<file path="src/rtl/fifo_sync_param.sv">
// ---------------------------------------------------------------------------
// fifo_sync_param
//   Single-clock FIFO that buffers data words between a producer stage and a
//   consumer stage. It holds 2**ADDR_WIDTH words and reports an exact
//   occupancy count. It also raises almost-full and almost-empty flags at
//   levels set by parameters. Overflow and underflow error flags are sticky.
//   A push and a pop may be accepted in the same cycle at any fill level.
//
// Ports
//   clk          : clock, all state changes on the rising edge
//   reset        : synchronous, active-low reset
//   push         : write request; data_in is sampled on the same edge
//   data_in      : write data
//   pop          : read request
//   err_clr      : clears overflow/underflow on the next edge
//   data_out     : registered read data, updated one edge after an accepted pop
//   data_valid   : high for the cycle in which data_out carries a new word
//   count        : occupancy, 0..DEPTH
//   full_fifo    : count == DEPTH
//   empty_fifo   : count == 0
//   almost_full  : count >= ALMOST_FULL_LVL
//   almost_empty : count <= ALMOST_EMPTY_LVL
//   overflow     : sticky, a push was rejected since the last clear
//   underflow    : sticky, a pop was rejected since the last clear
//   error        : overflow | underflow
// ---------------------------------------------------------------------------
module fifo_sync_param #(
  parameter int DATA_WIDTH       = 10,
  parameter int ADDR_WIDTH       = 3,
  parameter int ALMOST_FULL_LVL  = 6,
  parameter int ALMOST_EMPTY_LVL = 1
) (
  input  logic                  clk,
  input  logic                  reset,
  input  logic                  push,
  input  logic [DATA_WIDTH-1:0] data_in,
  input  logic                  pop,
  input  logic                  err_clr,
  output logic [DATA_WIDTH-1:0] data_out,
  output logic                  data_valid,
  output logic [ADDR_WIDTH:0]   count,
  output logic                  full_fifo,
  output logic                  empty_fifo,
  output logic                  almost_full,
  output logic                  almost_empty,
  output logic                  overflow,
  output logic                  underflow,
  output logic                  error
);

  localparam int CW    = ADDR_WIDTH + 1;
  localparam int DEPTH = 1 << ADDR_WIDTH;

  localparam logic [CW-1:0] DEPTH_C = CW'(DEPTH);
  localparam logic [CW-1:0] AF_LVL  = CW'(ALMOST_FULL_LVL);
  localparam logic [CW-1:0] AE_LVL  = CW'(ALMOST_EMPTY_LVL);

  logic [DATA_WIDTH-1:0] mem [DEPTH];
  logic [ADDR_WIDTH-1:0] wr_ptr;
  logic [ADDR_WIDTH-1:0] rd_ptr;
  logic                  pop_ok;
  logic                  push_ok;

  // There is no bypass path, so a pop on an empty FIFO is always rejected.
  // A push at full is accepted only when a pop frees a slot on the same edge.
  assign pop_ok  = pop & (count != '0);
  assign push_ok = push & ((count != DEPTH_C) | pop_ok);

  // Storage has no reset. The pointers alone decide which entries are live.
  // Writes are held off during reset so that reset discards the stream
  // cleanly.
  always_ff @(posedge clk) begin
    if (reset && push_ok)
      mem[wr_ptr] <= data_in;
  end

  // Pointers, count, read register and sticky errors.
  // The read uses the pre-edge contents of mem. A read and a write to the
  // same slot on one edge therefore return the old word.
  always_ff @(posedge clk) begin
    if (!reset) begin
      wr_ptr     <= '0;
      rd_ptr     <= '0;
      count      <= '0;
      data_out   <= '0;
      data_valid <= 1'b0;
      overflow   <= 1'b0;
      underflow  <= 1'b0;
    end else begin
      if (push_ok)
        wr_ptr <= wr_ptr + 1'b1;

      if (pop_ok) begin
        data_out   <= mem[rd_ptr];
        rd_ptr     <= rd_ptr + 1'b1;
        data_valid <= 1'b1;
      end else begin
        data_valid <= 1'b0;
      end

      case ({push_ok, pop_ok})
        2'b10:   count <= count + 1'b1;
        2'b01:   count <= count - 1'b1;
        default: count <= count;
      endcase

      // A new error event in the same cycle as err_clr keeps its flag set.
      if (push && !push_ok)
        overflow <= 1'b1;
      else if (err_clr)
        overflow <= 1'b0;

      if (pop && !pop_ok)
        underflow <= 1'b1;
      else if (err_clr)
        underflow <= 1'b0;
    end
  end

  // The flags are decoded straight from the count register.
  // This makes them move on the same edge as count.
  assign full_fifo    = (count == DEPTH_C);
  assign empty_fifo   = (count == '0);
  assign almost_full  = (count >= AF_LVL);
  assign almost_empty = (count <= AE_LVL);
  assign error        = overflow | underflow;

endmodule

</file>
<file path="config.mk">
export PLATFORM = sky130hd
export DESIGN_NAME = fifo_sync_param
export DESIGN_NICKNAME = d
export VERILOG_FILES = /design/src/rtl/fifo_sync_param.sv
export SDC_FILE = /design/constraint.sdc
export NUM_CORES = 1
export LEC_CHECK = 0
export ABC_AREA = 1
export ABC_CLOCK_PERIOD_IN_PS = 2800
export CAP_MARGIN = 20
export CORE_ASPECT_RATIO = 0.6
export CORE_MARGIN = 2
export CORE_UTILIZATION = 30
export DETAILED_ROUTE_END_ITERATION = 16
export GPL_TIMING_DRIVEN = 0
export PLACE_DENSITY = 0.5
export SLEW_MARGIN = 0
export SYNTH_ARGS = -nofsm -noshare
export SYNTH_HDL_FRONTEND = slang
export SYNTH_SLANG_ARGS = --single-unit
</file>
<file path="constraint.sdc">
create_clock -name clk -period 2.8 [get_ports clk]
set_input_delay 0.56 -clock clk [delete_from_list [all_inputs] [get_ports clk]]
set_output_delay 0.56 -clock clk [all_outputs]
set_load 0.02 [all_outputs]
</file>
==> Yosys cells after proc, flatten, opt, wreduce, memory -nomap -nowiden <==
Memories as Yosys holds them, arrays and structs flattened. A register that Yosys moved wholly into a read port is not among the register bits.
Index checks and enable logic that the tools add are counted.
{ "totals": {"reg_bits": 13, "ram_bits": 80, "inputBits": 15, "output_inout_bits": 22, "wordCells": 39, "n_memories": 1} }
{ "memory_table": {"columns": ["name", "depth", "width", "rd", "rd_ports_with_merged_regs", "write_ports", "line", "text"], "rows": [
  ["mem", 8, 10, 1, 1, 1, "58", "logic [DATA_WIDTH-1:0] mem [DEPTH];"]
]} }
{ "classes": {"add_sub_neg": 4, "order_cmp": 2, "n_eq_ne": 4, "n_mux": 7, "n_bitwise": 4, "n_reduce_logical": 11} }
{ "ops": {"columns": ["op", "n"], "rows": [
  ["4-bit case mux with 2 select lines", 1],
  ["3-bit by 1-bit adder with 3-bit output (second input constant)", 2],
  ["1-bit two-way mux", 6],
  ["2-bit nonzero test", 3],
  ["4-bit by 1-bit adder with 4-bit output (second input constant)", 1],
  ["4-bit == test (second input constant)", 1],
  ["4-bit by 3-bit greater-or-equal comparator with 1-bit output (second input constant)", 1],
  ["4-bit by 1-bit <= comparator with 1-bit output (second input constant)", 1],
  ["4-bit zero test", 1],
  ["4-bit != test (second input constant)", 1],
  ["4-bit nonzero test", 1],
  ["4-bit by 1-bit subtractor with 4-bit output (second input constant)", 1],
  ["1-bit logical AND", 3],
  ["1-bit zero test", 3],
  ["1-bit AND", 2],
  ["2-bit by 1-bit == test with 1-bit output (second input constant)", 1],
  ["2-bit == test (second input constant)", 1],
  ["1-bit OR", 2]
]} }

==> Longest topological paths before layout <==
{ "logic_depth": {"ltp_word": 7, "ltp_mapped": 10, "mapped_depth_nobuf": 10} }

==> Least setup slack after synthesis <==
No wires, ideal clock.
{ "synth_path": {"path_type": "reg-to-reg", "startpoint": "reg count[0]", "endpoint": "mem mem[0][0], enable pin", "setup_ps": 390, "t_arrival_ps": 2092, "required_time_ps": 2410, "setup_slack_ps": 318, "path_stages_with_launch": 10, "path_buffers": 0, "period_less_slack_ps": 2482, "cell_sequence": "dfxtp_1 -> inv_1 -> ha_1 -> inv_1 -> nor2_1 -> nand2_2 -> o21ai_4 -> inv_2 -> nand2_2 -> nor3_1"} }
{ "synth_between": {"elab_chain_len": 7, "elab_cells_between_ends": 8, "cone_classes": "eq/ne (1); mux (2); bitwise (3); reduce/logical (2)"} }
{ "synth_rtl": {"columns": ["element", "line", "text"], "rows": [
  ["start: declaration", "41", "output logic [ADDR_WIDTH:0] count,"],
  ["start signal: assignment", "102", "2'b10: count <= count + 1'b1;"],
  ["start signal: assignment", "103", "2'b01: count <= count - 1'b1;"],
  ["start signal: assignment", "104", "default: count <= count;"],
  ["4-bit nonzero test", "66", "assign pop_ok = pop & (count != '0);"],
  ["1-bit AND", "66", null],
  ["1-bit OR (*)", "67", "assign push_ok = push & ((count != DEPTH_C) | pop_ok);"],
  ["1-bit AND (*)", "67", null],
  ["1-bit logical AND (*)", "73", "if (reset && push_ok)"],
  ["1-bit two-way mux (*)", "73", null],
  ["1-bit two-way mux (implied by the code) (*)", "74", "mem[wr_ptr] <= data_in;"],
  ["end: declaration", "58", null]
]} }
Every way passes the cells marked *; elsewhere a longest branch is shown, timed or not.

==> Worst setup path in the final report <==
{ "layout_path": {"startpoint": "reg count[1]", "endpoint": "out empty_fifo"} }
{ "layout_between": {"elab_chain_len": 1} }
{ "layout_rtl": {"columns": ["element", "line", "text"], "rows": [
  ["4-bit zero test", "123", "assign empty_fifo = (count == '0);"],
  ["end: declaration", "43", "output logic empty_fifo,"]
]} }
Every way passes these cells.

==> impl_metrics.toml <==
[place]
globalplace.congestion = 0.7892
dpl.cell_count = 719
port_buffers = 36
dp_hpwl_um = 8114

[timing]
finalCritPeriodShare_pct = 88.63
drv_slew = 0
hold_viol_final = 0
fin_tns_setup_ps = 0
rsz0062_at_grt = "false"
slew-limit-headroom_pct = 53.93
min_period_ps = 2482
setup_viol = 0
holdWs_ps = 476.0
fin_skew_ps = 9.117
tightest_slew_ps = 691.1
fmax_ghz = 0.4029

[min_path]
hold_path.class = "flip-flop to flip-flop"
min-delay-start = "data_out[9]$_SDFFE_PN0P_"
hold-path-cell-count = 2
holdPathEnd = "data_out[9]$_SDFFE_PN0P_"

[power]
peakVddDrop_mv = 0.2995
power_density_nw_per_um2 = 783.6
leakagePower_nw = 2.365
total_power_mw = 4.440

[clock_network]
clk_latency_ps = 350
cts-root-buf = "clkbuf_16"
clk_pin_slew_ps = 70
cts_made_buffers = 9
post_cts_buffers = 0
clockBufferDepth = 2
cts_tree = "built"
cts.sinks = 103
ctsHtreeMaxLevel = 3

[floorplanning]
die_height_um = 100.1
coreArea_um2 = 15200
io_pins = 37
die_x_um = 164.2
fp-row-count = 35
initial_core_util_pct = 30.39
die_area_um2 = 16430

[worst_setup_path]
r2r-end = "mem[1][4]$_DFFE_PP_"
worstPathMaxFanout = 8
cp_num_cells = 5
critPathBufInv = 3
worst-setup-path-type = "flip-flop to output port"
r2r_start = "count[1]$_SDFFE_PN0P_"
crit_top_cell = "inv_1"
critPathCaptureType = "output port"
required_ps = 2240
arrival_ps = 1920
setup.worst_path.start_class = "flip-flop"
r2r_cells = 10
reg2reg_slack_ps = 350
slowest_delay_ps = 530
path_cells = "inv_1 -> ha_1 -> nand2_4 -> inv_1 -> clkdlybuf4s50_1"
slowest_stage = "clkdlybuf4s50_1"
cp_top_family = "buffers and inverters"

[drt]
drt_iter0_drc = 298
antenna_left = 0
routed_wl_um = 11580
vias = 3254
viasPerCell = 4.421
dr.pass1.iters = 4
wire_per_inst_um = 15.74
drc = 0

[status]
outcome = "finished clean"

[job]
cap_violations = 0

[logic_synthesis]
async_flop_share_pct = 0
ys_ff_latch = 103
syn_area_um2 = 4618
yosys_most_used_dff = "edfxtp_1"
syn_avg_cell_area_um2 = 9.743
ys_types = 26
syn-num-nets = 495
synth_edf_count = 80
yosysWarnings = 0
yosysSeqAreaShare_pct = 61.99
synth_cells = 474

[finish]
area_growth_pct = 22.70
instances_no_fill = 736
fin_util_pct = 37.29
n_antenna_cell = 0
drive_above_1_share_pct = 14.26
layout_common_cells = "nand2_1, edfxtp_1, inv_1, nand3_1, clkdlybuf4s50_1"
fin_nets = 549
fillerInstances = 1479
mostFrequentLayoutCell = "nand2_1"

[global_route]
grt_pass1_vias = 3050
grt_pass1_wl_um = 17710
track_usage_pct = 15.02
grt_max_degree = 17
grt_antenna_before_repair = 0
gr-total-overflow = 0
==> synth_stat cells (2+ instances only) <==
library cell / instances / area [um2]
nand4_1: 3 / 18.77
nor2_1: 17 / 63.81
buf_1: 3 / 11.26
ha_1: 6 / 75.07
nand3_2: 13 / 130.1
a21oi_2: 10 / 87.58
nand2_1: 134 / 503.0
nand2_2: 3 / 18.77
edfxtp_1: 80 / 2402
dfxtp_1: 23 / 460.4
nand3_1: 58 / 290.3
inv_2: 4 / 15.01
o21ai_0: 7 / 35.03
nand2_4: 2 / 22.52
inv_1: 78 / 292.8
clkbuf_1: 4 / 15.01
nor3_1: 4 / 20.02
xor2_1: 2 / 17.52
a21oi_1: 7 / 35.03
buf_2: 10 / 50.05
==> sequential cells by signal (all words and copies together) (netlist names) <==
signal	cells
overflow	1
wr_ptr	3
rd_ptr	3
count	4
underflow	1
data_out	10
data_valid	1
mem	80
==> metrics by stage <==
step	worst slack, ps	instance area (um2)
detailed placement	8.276	5320
CTS	47.82	5650
floorplan	318.0	4618
global route	141.4	5667
global placement	-638.5	5233
finish	318.2	5667
==> power breakdown <==
group	internal [mW]	total (mW)	switching, mW
Combinational	0.461	1.29	0.828
Clock	0.787	1.34	0.548
Sequential	1.74	1.82	0.0768
==> per-layer routing <==
layer | up-vias | GRT usage, % | share of wire, % | wire length [um]
li1 | 1638 | - | - | -
met1 | 1501 | 23.08 | 53 | 6113
met2 | 105 | 20.57 | 39 | 4475
met3 | 10 | 4.628 | 7.7 | 886
met4 | 0 | 3.036 | 0.92 | 107
met5 | - | 0 | 0 | 0
==> how the worst max path moves through the flow <==
stage	from	to
floorplan	count[0]$_SDFFE_PN0P_	mem[0][0]$_DFFE_PP_
global placement	pop	mem[0][4]$_DFFE_PP_
detailed placement	pop	mem[5][2]$_DFFE_PP_
CTS	count[0]$_SDFFE_PN0P_	full_fifo
global route	count[1]$_SDFFE_PN0P_	mem[1][4]$_DFFE_PP_
finish	count[1]$_SDFFE_PN0P_	empty_fifo
==> worst reg2reg max path, cell delays in order, from the launching register on <==
cell	delay, ps
dfxtp_1	470
inv_1	140
ha_1	260
inv_1	70
nor2_1	50
nand2_2	120
o21ai_4	80
inv_2	100
nand3_2	100
nor2_1	530
buf_6	230
==> kinds of logic after synthesis <==
group / after synthesis / synth area share (%)
adder cells (fa/ha/maj): 6 / 1.626
flip-flops: 103 / 61.99
XOR/XNOR: 2 / 0.3794
AO/OA/AOI/OAI: 25 / 3.766
buffers and inverters: 101 / 8.724
AND/OR/NAND/NOR: 237 / 23.52
==> final cells by class <==
class | instances | area [um2] | share of cell area, %
Buffer | 19 | 95.09 | 1.678
Clock buffer | 13 | 314.1 | 5.542
Clock inverter | 3 | 16.27 | 0.2870
Inverter | 82 | 307.8 | 5.432
Multi-Input combinational cell | 270 | 1375 | 24.27
Sequential cell | 103 | 2863 | 50.52
Tap cell | 203 | 254.0 | 4.482
Timing Repair Buffer | 43 | 441.7 | 7.794
==> repair_timing <==
action | in CTS | in global routing
resized for setup | 0 | 3
endpoints found under the setup margin | 0 | 11
hold buffers | 0 | 0
No activity file was read; power rests on OpenSTA's default activity.
